$ cat src/rtl/control_sequencer_if.sv
// Control bundle between the sequencer and the datapath.
// Carries IR/mem_ack into the sequencer and all control strobes out.
interface control_sequencer_if;
  logic [31:0] IR;
  logic        mem_ack;
  logic        Pout;
  logic        MARen;
  logic        IncPC;
  logic        Read;
  logic        MDRen;
  logic        MDROut;
  logic        IRen;
  logic        Gra;
  logic        Grb;
  logic        Grc;
  logic        Rin;
  logic        Rout;
  logic        BAout;
  logic        Yen;
  logic        Cout;
  logic        Zen;
  logic        ZLOout;
  logic        Write;
  logic [4:0]  alu_control;
  logic        Run;

  modport master (
    input  IR, mem_ack,
    output Pout, MARen, IncPC, Read, MDRen,
    output MDROut, IRen, Gra, Grb, Grc,
    output Rin, Rout, BAout, Yen, Cout,
    output Zen, ZLOout, Write, alu_control, Run
  );

  modport slave (
    output IR, mem_ack,
    input  Pout, MARen, IncPC, Read, MDRen,
    input  MDROut, IRen, Gra, Grb, Grc,
    input  Rin, Rout, BAout, Yen, Cout,
    input  Zen, ZLOout, Write, alu_control, Run
  );
endinterface

$ cat src/rtl/control_sequencer.sv
// Microsequencer: IDLE, T0..T7, HALT; Moore registered controls.
// Ports: clk, clr (sync active-low), bus (master: IR/mem_ack in, controls out).
module control_sequencer (
  input logic                 clk,
  input logic                 clr,
  control_sequencer_if.master bus
);

  typedef enum logic [3:0] {
    S_IDLE, S_T0, S_T1, S_T2, S_T3,
    S_T4, S_T5, S_T6, S_T7, S_HALT
  } state_t;

  localparam logic [4:0] OP_LD   = 5'b00000;
  localparam logic [4:0] OP_LDI  = 5'b00001;
  localparam logic [4:0] OP_ST   = 5'b00010;
  localparam logic [4:0] OP_ADD  = 5'b00011;
  localparam logic [4:0] OP_SUB  = 5'b00100;
  localparam logic [4:0] OP_AND  = 5'b00101;
  localparam logic [4:0] OP_OR   = 5'b00110;
  localparam logic [4:0] OP_SHR  = 5'b00111;
  localparam logic [4:0] OP_SHL  = 5'b01000;
  localparam logic [4:0] OP_ADDI = 5'b01100;
  localparam logic [4:0] OP_ANDI = 5'b01101;
  localparam logic [4:0] OP_ORI  = 5'b01110;
  localparam logic [4:0] OP_HALT = 5'b11011;

  localparam logic [4:0] ALU_NONE = 5'b00000;
  localparam logic [4:0] ALU_ADD  = 5'b00001;
  localparam logic [4:0] ALU_SUB  = 5'b00010;
  localparam logic [4:0] ALU_AND  = 5'b00011;
  localparam logic [4:0] ALU_OR   = 5'b00100;
  localparam logic [4:0] ALU_SHR  = 5'b00101;
  localparam logic [4:0] ALU_SHL  = 5'b00110;

  typedef struct packed {
    logic       pout;
    logic       maren;
    logic       incpc;
    logic       read;
    logic       mdren;
    logic       mdrout;
    logic       iren;
    logic       gra;
    logic       grb;
    logic       grc;
    logic       rin;
    logic       rout;
    logic       baout;
    logic       yen;
    logic       cout;
    logic       zen;
    logic       zloout;
    logic       write;
    logic [4:0] alu;
    logic       run;
  } ctl_t;

  state_t     state_q;
  state_t     state_d;
  logic [4:0] op_q;
  logic [4:0] op_d;
  ctl_t       ctl_q;

  function automatic logic is_r(logic [4:0] op);
    return op inside {OP_ADD, OP_SUB, OP_AND,
                      OP_OR, OP_SHR, OP_SHL};
  endfunction

  function automatic logic is_i(logic [4:0] op);
    return op inside {OP_ADDI, OP_ANDI, OP_ORI};
  endfunction

  // ldi, ld and st all form an address/value as rB (or 0) + C.
  function automatic logic is_m(logic [4:0] op);
    return op inside {OP_LDI, OP_LD, OP_ST};
  endfunction

  function automatic logic [4:0] alu_of(logic [4:0] op);
    logic [4:0] a;
    a = ALU_NONE;
    unique case (1'b1)
      op inside {OP_ADD, OP_ADDI}: a = ALU_ADD;
      is_m(op):                    a = ALU_ADD;
      op == OP_SUB:                a = ALU_SUB;
      op inside {OP_AND, OP_ANDI}: a = ALU_AND;
      op inside {OP_OR, OP_ORI}:   a = ALU_OR;
      op == OP_SHR:                a = ALU_SHR;
      op == OP_SHL:                a = ALU_SHL;
      default:                     a = ALU_NONE;
    endcase
    return a;
  endfunction

  function automatic ctl_t decode(state_t s,
                                  logic [4:0] op);
    ctl_t c;
    c = '0;
    c.run = (s != S_IDLE) && (s != S_HALT);
    case (s)
      S_T0: begin
        c.pout  = 1'b1;
        c.maren = 1'b1;
        c.incpc = 1'b1;
      end
      S_T1: begin
        c.read  = 1'b1;
        c.mdren = 1'b1;
      end
      S_T2: begin
        c.mdrout = 1'b1;
        c.iren   = 1'b1;
      end
      S_T3: begin
        unique case (1'b1)
          is_r(op) || is_i(op): begin
            c.grb  = 1'b1;
            c.rout = 1'b1;
            c.yen  = 1'b1;
          end
          is_m(op): begin
            c.grb   = 1'b1;
            c.baout = 1'b1;
            c.yen   = 1'b1;
          end
          default: ;
        endcase
      end
      S_T4: begin
        c.zen = 1'b1;
        c.alu = alu_of(op);
        if (is_r(op)) begin
          c.grc  = 1'b1;
          c.rout = 1'b1;
        end else begin
          c.cout = 1'b1;
        end
      end
      S_T5: begin
        c.zloout = 1'b1;
        c.alu    = alu_of(op);
        if (op == OP_LD || op == OP_ST) begin
          c.maren = 1'b1;
        end else begin
          c.gra = 1'b1;
          c.rin = 1'b1;
        end
      end
      S_T6: begin
        c.mdren = 1'b1;
        if (op == OP_ST) begin
          c.gra  = 1'b1;
          c.rout = 1'b1;
        end else begin
          c.read = 1'b1;
        end
      end
      S_T7: begin
        if (op == OP_ST) begin
          c.write = 1'b1;
        end else begin
          c.mdrout = 1'b1;
          c.gra    = 1'b1;
          c.rin    = 1'b1;
        end
      end
      default: ;
    endcase
    return c;
  endfunction

  always_comb begin
    state_d = state_q;
    op_d    = op_q;
    case (state_q)
      S_IDLE: state_d = S_T0;
      S_T0:   state_d = S_T1;
      S_T1:   if (bus.mem_ack) state_d = S_T2;
      S_T2: begin
        state_d = S_T3;
        op_d    = bus.IR[31:27];
      end
      S_T3: begin
        if (is_r(op_q) || is_i(op_q) || is_m(op_q))
          state_d = S_T4;
        else if (op_q == OP_HALT)
          state_d = S_HALT;
        else
          state_d = S_T0;
      end
      S_T4: state_d = S_T5;
      S_T5: begin
        if (op_q == OP_LD || op_q == OP_ST)
          state_d = S_T6;
        else
          state_d = S_T0;
      end
      // st moves on unconditionally; ld waits for the read.
      S_T6: begin
        if (op_q == OP_ST || bus.mem_ack)
          state_d = S_T7;
      end
      // ld finishes unconditionally; st waits for the write.
      S_T7: begin
        if (op_q == OP_LD || bus.mem_ack)
          state_d = S_T0;
      end
      S_HALT: state_d = S_HALT;
      default: state_d = S_IDLE;
    endcase
  end

  // Controls are decoded from the next state so they are
  // registered yet line up with the state they belong to.
  always_ff @(posedge clk) begin
    if (!clr) begin
      state_q <= S_IDLE;
      op_q    <= '0;
      ctl_q   <= '0;
    end else begin
      state_q <= state_d;
      op_q    <= op_d;
      ctl_q   <= decode(state_d, op_d);
    end
  end

  logic unused_ir;
  assign unused_ir = ^bus.IR[26:0];

  assign bus.Pout        = ctl_q.pout;
  assign bus.MARen       = ctl_q.maren;
  assign bus.IncPC       = ctl_q.incpc;
  assign bus.Read        = ctl_q.read;
  assign bus.MDRen       = ctl_q.mdren;
  assign bus.MDROut      = ctl_q.mdrout;
  assign bus.IRen        = ctl_q.iren;
  assign bus.Gra         = ctl_q.gra;
  assign bus.Grb         = ctl_q.grb;
  assign bus.Grc         = ctl_q.grc;
  assign bus.Rin         = ctl_q.rin;
  assign bus.Rout        = ctl_q.rout;
  assign bus.BAout       = ctl_q.baout;
  assign bus.Yen         = ctl_q.yen;
  assign bus.Cout        = ctl_q.cout;
  assign bus.Zen         = ctl_q.zen;
  assign bus.ZLOout      = ctl_q.zloout;
  assign bus.Write       = ctl_q.write;
  assign bus.alu_control = ctl_q.alu;
  assign bus.Run         = ctl_q.run;

endmodule

$ cat src/flat_wrapper.sv
// flat-port wrapper written by rule: the top's interface ports become plain ports
module control_sequencer_flat 
  (clk, clr, bus_IR, bus_mem_ack, bus_Pout, bus_MARen, bus_IncPC, bus_Read, bus_MDRen, bus_MDROut, bus_IRen, bus_Gra, bus_Grb, bus_Grc, bus_Rin, bus_Rout, bus_BAout, bus_Yen, bus_Cout, bus_Zen, bus_ZLOout, bus_Write, bus_alu_control, bus_Run);
  control_sequencer_if bus_i ();
  input logic clk;
  input logic clr;
  input wire logic [$bits(bus_i.IR)-1:0] bus_IR;
  input wire logic [$bits(bus_i.mem_ack)-1:0] bus_mem_ack;
  output wire logic [$bits(bus_i.Pout)-1:0] bus_Pout;
  output wire logic [$bits(bus_i.MARen)-1:0] bus_MARen;
  output wire logic [$bits(bus_i.IncPC)-1:0] bus_IncPC;
  output wire logic [$bits(bus_i.Read)-1:0] bus_Read;
  output wire logic [$bits(bus_i.MDRen)-1:0] bus_MDRen;
  output wire logic [$bits(bus_i.MDROut)-1:0] bus_MDROut;
  output wire logic [$bits(bus_i.IRen)-1:0] bus_IRen;
  output wire logic [$bits(bus_i.Gra)-1:0] bus_Gra;
  output wire logic [$bits(bus_i.Grb)-1:0] bus_Grb;
  output wire logic [$bits(bus_i.Grc)-1:0] bus_Grc;
  output wire logic [$bits(bus_i.Rin)-1:0] bus_Rin;
  output wire logic [$bits(bus_i.Rout)-1:0] bus_Rout;
  output wire logic [$bits(bus_i.BAout)-1:0] bus_BAout;
  output wire logic [$bits(bus_i.Yen)-1:0] bus_Yen;
  output wire logic [$bits(bus_i.Cout)-1:0] bus_Cout;
  output wire logic [$bits(bus_i.Zen)-1:0] bus_Zen;
  output wire logic [$bits(bus_i.ZLOout)-1:0] bus_ZLOout;
  output wire logic [$bits(bus_i.Write)-1:0] bus_Write;
  output wire logic [$bits(bus_i.alu_control)-1:0] bus_alu_control;
  output wire logic [$bits(bus_i.Run)-1:0] bus_Run;
  assign bus_i.IR = bus_IR;
  assign bus_i.mem_ack = bus_mem_ack;
  assign bus_Pout = bus_i.Pout;
  assign bus_MARen = bus_i.MARen;
  assign bus_IncPC = bus_i.IncPC;
  assign bus_Read = bus_i.Read;
  assign bus_MDRen = bus_i.MDRen;
  assign bus_MDROut = bus_i.MDROut;
  assign bus_IRen = bus_i.IRen;
  assign bus_Gra = bus_i.Gra;
  assign bus_Grb = bus_i.Grb;
  assign bus_Grc = bus_i.Grc;
  assign bus_Rin = bus_i.Rin;
  assign bus_Rout = bus_i.Rout;
  assign bus_BAout = bus_i.BAout;
  assign bus_Yen = bus_i.Yen;
  assign bus_Cout = bus_i.Cout;
  assign bus_Zen = bus_i.Zen;
  assign bus_ZLOout = bus_i.ZLOout;
  assign bus_Write = bus_i.Write;
  assign bus_alu_control = bus_i.alu_control;
  assign bus_Run = bus_i.Run;
  control_sequencer u_core (.clk(clk), .clr(clr), .bus(bus_i));
endmodule
$ cat config.mk
export PLATFORM = sky130hd
export DESIGN_NAME = control_sequencer_flat
export DESIGN_NICKNAME = d
export VERILOG_FILES = /design/src/rtl/control_sequencer_if.sv /design/src/rtl/control_sequencer.sv /design/src/flat_wrapper.sv
export SDC_FILE = /design/constraint.sdc
export NUM_CORES = 1
export LEC_CHECK = 0
export CAP_MARGIN = 20
export CELL_PAD_IN_SITES_DETAIL_PLACEMENT = 1
export CELL_PAD_IN_SITES_GLOBAL_PLACEMENT = 1
export CORE_MARGIN = 1.5
export CORE_UTILIZATION = 25
export CTS_BUF_LIST = sky130_fd_sc_hd__clkbuf_16
export CTS_CLUSTER_DIAMETER = 200
export DETAILED_ROUTE_END_ITERATION = 8
export GPL_TIMING_DRIVEN = 0
export PLACE_DENSITY = 0.64
export SYNTH_ARGS = -nofsm -noshare
export SYNTH_HDL_FRONTEND = slang
export SYNTH_SLANG_ARGS = --single-unit
$ cat constraint.sdc
create_clock -name clk -period 2 [get_ports clk]
set_input_delay 0.4 -clock clk [delete_from_list [all_inputs] [get_ports clk]]
set_output_delay 0.4 -clock clk [all_outputs]
set_load 0.01 [all_outputs]
==> flow_metrics.py, run 1 <==
metrics = {
    "finish": {
        "largest_reg_flops": 5,
        "antenna_cells": 0,
        "multiInputGateArea_sq_mm": 0.001020,
        "fin_nets": 254,
        "final_common_cell": "clkdlybuf4s50_1",
        "nFillCells": 660,
        "final_cell_mix": "24 x clkdlybuf4s50_1, 23 x dfxtp_1, 21 x buf_4, 16 x nor2_1, 9 x nand2_1",
        "drive_gt1_share_pct": 35.00,
        "syn_to_final_growth_pct": 58.37,
        "ff_latch_area_sq_um": 590.6,
        "regMostFlops": "u_core.op_q",
    },
    "logic_synthesis": {
        "syn_area_per_cell_sq_um": 9.052,
        "yosysSeqAreaShare_pct": 38.63,
        "yosys.area_share.simple_pct": 25.65,
        "ys_ff_latch": 29,
        "ys_warn_count": 0,
        "synth_async_sr_flop_share_pct": 0,
        "synth-edff-count": 0,
        "synth_compound_area_share_pct": 22.65,
        "ys_types": 53,
        "synthCells": 166,
        "synthMuxAreaShare_pct": 3.497,
        "synthFlopType": "dfxtp_1",
        "synthAdderAreaFrac_pct": 1.332,
        "synth_top_family_by_area": "simple AND/OR/NAND/NOR gates",
        "synthesis.area_sq_mm": 0.001503,
        "synth_xor_area_share_pct": 0.5828,
    },
    "sta": {
        "tightest_slew_ns": 0.4941,
        "min_period_ns": 2.013,
        "fmax_mhz": 496.9,
        "relSlewSlack_pct": 66.71,
        "period_share_pct": 100.6,
        "rsz0062_at_grt": "true",
        "layout_setup_ws_ns": -0.01263,
        "finalClockSkew_ns": 0.005723,
        "drv_slew": 0,
        "hold_violations": 0,
        "whs_ns": 0.6134,
        "finalSetupViolCount": 3,
        "fin_setup_tns_ns": -0.01715,
    },
    "drt": {
        "num_vias": 1434,
        "drc_errors": 0,
        "viasPerCell": 4.861,
        "wl_per_cell_um": 15.99,
        "drt_iter0_drc": 39,
        "routed_wl_um": 4718,
        "dr.pass1.iters": 4,
        "postRouteAntennaNets": 0,
    },
    "global_route": {
        "grt_pass1_vias": 1369,
        "antenna_found_initial": 0,
        "grt_max_degree": 11,
        "grt_overflow": 0,
        "grt_pass1_wl_um": 7003,
        "grt_usage_pct": 14.63,
    },
    "setup_path": {
        "start_kind": "flip-flop",
        "cp.required_ns": 2.22,
        "r2r_end": "u_core.bus.alu_control[2]",
        "r2r_cells": 7,
        "worst_r2r_startpoint": "u_core.state_q[0]",
        "arrival_ns": 2.23,
        "crit_fanout": 8,
        "critPathKind": "reg -> reg",
        "crit_start": "u_core.state_q[0]",
        "endpoint": "u_core.bus.alu_control[2]",
        "r2r_setup_slack_ns": -0.01,
        "end_kind": "flip-flop",
    },
    "floorplanning": {
        "die_area_sq_mm": 0.006485,
        "initial_utilization_pct": 25.68,
        "core-area_sq_mm": 0.005851,
        "rows": 28,
        "die_y_um": 80.53,
        "ios": 59,
        "die_x_um": 80.53,
    },
    "cts": {
        "cts-root-buf": "clkbuf_16",
        "clk_pin_slew_ns": 0.05,
        "clock_latency_ns": 0.28,
        "clock_sinks": 29,
        "h-tree-depth": 2,
        "ctsHoldBuffers": 0,
        "cts_buffers": 5,
        "cts_buffer_depth": 2,
        "tritoncts": "done",
    },
    "job": {
        "cap_violations": 0,
    },
    "power_and_ir_drop": {
        "power.density_mw_per_mm2": 745.7,
        "p_leak_nw": 0.9550,
        "ir_worst_vdd_v": 0.0003374,
    },
    "place": {
        "portBuffers": 29,
        "dp_worst_setup_slack_ns": -0.5448,
        "gp_congestion": 0.8214,
        "dp.final_hpwl_um": 3040,
    },
    "outcome": {
        "violations": "setup timing",
        "outcome": "finished with violations",
    },
    "worst_hold_path": {
        "hold_path.class": "in -> reg",
    },
}
[logic make-up (layout without fill, tap and decap cells)]
logic type,after synthesis,count (layout)
AND/OR/NAND/NOR,67,67
AO/OA/AOI/OAI,42,42
flip-flops,29,29
buffers and inverters,19,72
multiplexers,5,5
adder cells (fa/ha/maj),2,2
other,1,2
XOR/XNOR,1,1
[report_power, final]
group	switching (mW)	leakage (nW)	internal [mW]
Sequential	0.0204	0.239	0.609
Clock	0.267	0.0696	0.455
Combinational	0.221	0.647	0.202
[synth_stat cells (2+ instances only)]
cell type,instances,share of area [%]
nand3b_1,2,1.0
nor3_1,5,1.7
a2bb2oi_1,2,1.2
inv_1,8,2.0
mux2i_1,3,2.0
nor2b_1,2,0.83
or4_1,3,1.5
dfxtp_1,29,39
nand2_1,10,2.5
nand2b_1,6,2.5
buf_4,6,3.0
o21ai_0,5,1.7
and3_1,2,0.83
a31oi_1,2,0.83
mux2_2,2,1.5
maj3_1,2,1.3
o21bai_1,3,1.5
buf_6,2,1.5
o211a_1,3,2.0
buf_2,2,0.67
nor3b_1,2,1.0
o221ai_1,2,1.2
a211oi_2,2,1.7
and2_1,7,2.9
or3_1,2,0.83
nor2_1,18,4.5
a21oi_1,8,2.7
[cell type report]
class / count / area share, %
Multi-Input combinational cell: 119 / 42.85
Sequential cell: 29 / 24.82
Timing Repair Buffer: 45 / 17.03
Clock buffer: 5 / 5.258
Buffer: 11 / 4.101
Tap cell: 75 / 3.943
Inverter: 8 / 1.262
Clock inverter: 3 / 0.7361
[what timing repair did]
item	CTS	global route
pin swaps	12	7
resized for setup	34	18
endpoints found under the setup margin	11	12
buffers inserted	8	7
cloned	0	1
[worst max-delay path, stage by stage, from the launching register on]
cell and delay [ns]:
dfxtp_1 0.30, buf_6 0.13, or4b_4 0.58, o32ai_4 0.15, o2bb2ai_4 0.19, nand2_2 0.11
a211oi_4 0.30, a21boi_2 0.19
[through the flow]
stage / power (mW) / utilization [%] / instance area, sq um / std cells
after floorplan: 0.8303 / - / 1506 / 167
after global placement: 0.9429 / 32.31 / 1891 / 271
after detailed placement: 0.9497 / 32.31 / 1891 / 271
after CTS: 1.748 / 38.77 / 2268 / 287
after global routing: 1.850 / 40.68 / 2380 / 295
final: 1.775 / 40.68 / 2380 / 295
[how the worst min path moves through the flow]
stage / start / to / slack (ns) / cells past startpoint
4_1_cts: bus_IR[30] / u_core.bus.BAout / 0.59 / 2
2_1_floorplan: bus_IR[30] / u_core.bus.BAout / 0.48 / 1
5_1_grt: bus_IR[29] / u_core.bus.BAout / 0.63 / 3
3_3_place_gp: u_core.op_q[3] / u_core.op_q[3] / 0.70 / 2
6_report: bus_IR[29] / u_core.op_q[2] / 0.61 / 3
3_5_place_dp: u_core.op_q[3] / u_core.op_q[3] / 0.71 / 2
[per-layer routing]
metal  GRT usage (%)  part of all wire [%]
met1           16.86                    44
met2           25.38                    51
met3           3.750                   3.2
met4           6.207                   1.9
met5               0                     0
No activity file was read; power rests on OpenSTA's default activity.
==> run 2: changes to the inputs <==
CORE_UTILIZATION = 24   (was 25)
PLACE_DENSITY = 0.61   (was 0.64)
==> run 2 against run 1 <==
  * The run still ends with setup timing left
  * Total power is 9.6% higher
  * Global-route usage is 1.1 points higher
  * Final area rose by 6.9%
  * Flip-flop and latch count unchanged
  * Sequential power hardly changed
  * Worst hold slack got worse by 0.0081 ns
  * Fmax fell by 3.5%
  * Wire length increased by 5.2%
  * Sequential share of layout area decreased by 1.6 points
  * Clock power increased by 16%
  * Highest routed layer unchanged
==> flow_metrics.py, run 2 (synthesis results as in run 1) <==
metrics = {
    "power_and_ir_drop": {
        "p_leak_nw": 1.011,
        "ir_worst_vdd_v": 0.0004396,
        "power.density_mw_per_mm2": 763.9,
    },
    "place": {
        "dp.final_hpwl_um": 3114,
        "gp_congestion": 0.8389,
        "place_area_sq_mm": 0.001891,
        "portBuffers": 29,
    },
    "global_route": {
        "antenna_found_initial": 0,
        "grt_pass1_wl_um": 7707,
        "grt_pass1_vias": 1485,
        "grt_overflow": 0,
        "grt_usage_pct": 15.78,
        "grt_max_degree": 11,
    },
    "setup_path": {
        "crit_chain": "buf_6, or4b_4, o32ai_4, o2bb2ai_4, nand4b_1, o41ai_4, o211a_1",
        "arrival_ns": 2.25,
        "critPathKind": "reg -> reg",
        "max_stage_delay_ns": 0.60,
        "crit_fanout": 9,
        "end_kind": "flip-flop",
        "cp.required_ns": 2.16,
        "crit_slowest_cell": "or4b_4",
        "start_kind": "flip-flop",
    },
    "floorplanning": {
        "die_area_sq_mm": 0.006745,
        "rows": 28,
        "die_x_um": 82.13,
        "initial_utilization_pct": 25.08,
        "die_y_um": 82.13,
        "core-area_sq_mm": 0.005991,
        "ios": 59,
    },
    "drt": {
        "routed_wl_um": 4965,
        "drt_iter0_drc": 56,
        "dr.pass1.iters": 4,
        "drc_errors": 0,
        "viasPerCell": 4.859,
        "wl_per_cell_um": 16.23,
        "num_vias": 1487,
        "postRouteAntennaNets": 0,
    },
    "sta": {
        "finalSetupViolCount": 6,
        "rsz0062_at_grt": "true",
        "drv_slew": 0,
        "fmax_mhz": 479.7,
        "min_period_ns": 2.085,
        "tightest_slew_ns": 0.5016,
        "relSlewSlack_pct": 66.56,
        "finalClockSkew_ns": 0.003007,
        "hold_violations": 0,
        "layout_setup_ws_ns": -0.08482,
        "period_share_pct": 104.2,
    },
    "cts": {
        "h-tree-depth": 2,
        "tritoncts": "done",
        "cts_buffer_depth": 2,
        "clock_latency_ns": 0.28,
        "clock_sinks": 29,
        "cts_buffers": 5,
        "clk_pin_slew_ns": 0.05,
        "cts-root-buf": "clkbuf_16",
    },
    "finish": {
        "antenna_cells": 0,
        "final_cell_mix": "31 x buf_4, 24 x clkdlybuf4s50_1, 24 x dfxtp_1, 16 x nor2_1, 9 x inv_1",
        "syn_to_final_growth_pct": 69.36,
        "largest_reg_flops": 5,
        "nFillCells": 666,
        "final_common_cell": "buf_4",
        "fin_nets": 265,
        "post-route-util_pct": 42.48,
        "postLayoutCellArea_sq_mm": 0.002545,
        "regMostFlops": "u_core.op_q",
        "drive_gt1_share_pct": 39.39,
    },
    "worst_hold_path": {
        "hold_path.class": "in -> reg",
    },
    "job": {
        "cap_violations": 0,
    },
    "outcome": {
        "violations": "setup timing",
        "outcome": "finished with violations",
    },
}
-- run 2: cell count changes in the layout (fill, tap and decap cells not counted), moves of 2 or more --
| cell | delta |
|---|---|
| buf_6 | +3 |
| nand2_1 | -2 |
| clkinv_2 | -2 |
| a2bb2oi_2 | +2 |
| dfxtp_2 | -2 |
| buf_4 | +10 |
| nand2_2 | +2 |
| a2bb2oi_1 | -2 |
-- run 2: final cells by class --
type | instances | area [sq um] | area share, %
well taps | 75 | 93.84 | 3.687
multi-input cells | 119 | 1075 | 42.23
plain buffers | 10 | 82.58 | 3.245
clock buffers | 5 | 125.1 | 4.916
repair buffers | 57 | 509.2 | 20.01
clock inverters | 3 | 37.54 | 1.475
inverters | 8 | 30.03 | 1.180
flip-flops and latches | 29 | 591.8 | 23.25
-- run 2: metal layers --
metal	global-route usage [%]	part of all wire, %
met5	0	0
met4	4.576	2.2
met3	4.615	3.0
met2	27.79	51
met1	18.45	43
-- run 2: report_power, final --
group	leakage, nW	internal (mW)	switching, mW
clock	0.0826	0.577	0.260
combinational	0.690	0.236	0.242
sequential	0.239	0.608	0.0209
-- run 2: worst paths after layout --
path	startpoint	end	slack [ns]	depth (start not counted)
max	u_core.state_q[0]	u_core.bus.Gra	-0.08	7
min	bus_IR[29]	u_core.bus.BAout	0.61	3
min reg2reg	u_core.op_q[3]	u_core.op_q[3]	0.67	2
max reg2reg	u_core.state_q[0]	u_core.bus.Gra	-0.08	7
-- run 2: critical path, delay by kind of cell (launching register included) --
| kind | cells | cell delay (ns) |
|---|---|---|
| simple gates | 2 | 0.82 |
| compound gates | 4 | 0.70 |
| flops | 1 | 0.31 |
| buf+inv | 1 | 0.13 |
-- run 2: stage by stage --
stage	setup TNS [ns]	setup WS [ns]	instances	power, mW	hold WS, ns
2_1_floorplan	0	0.1421	167	0.8303	0.4758
3_3_place_gp	-4.902	-0.5794	271	0.9446	0.7245
3_5_place_dp	-5.563	-0.5915	271	0.9480	0.7288
4_1_cts	-0.01101	-0.008730	295	1.865	0.6055
5_1_grt	-1.136	-0.1739	306	2.020	0.6331
6_report	-0.3078	-0.08482	306	1.944	0.6052
-- run 2: repair_timing --
action | 4_1_cts | 5_1_grt
hold buffers | 0 | 0
setup endpoints to repair | 12 | 15
pin swaps | 13 | 15
resized for setup | 30 | 33
setup buffers | 17 | 11
endpoints found under the hold margin | 0 | 0
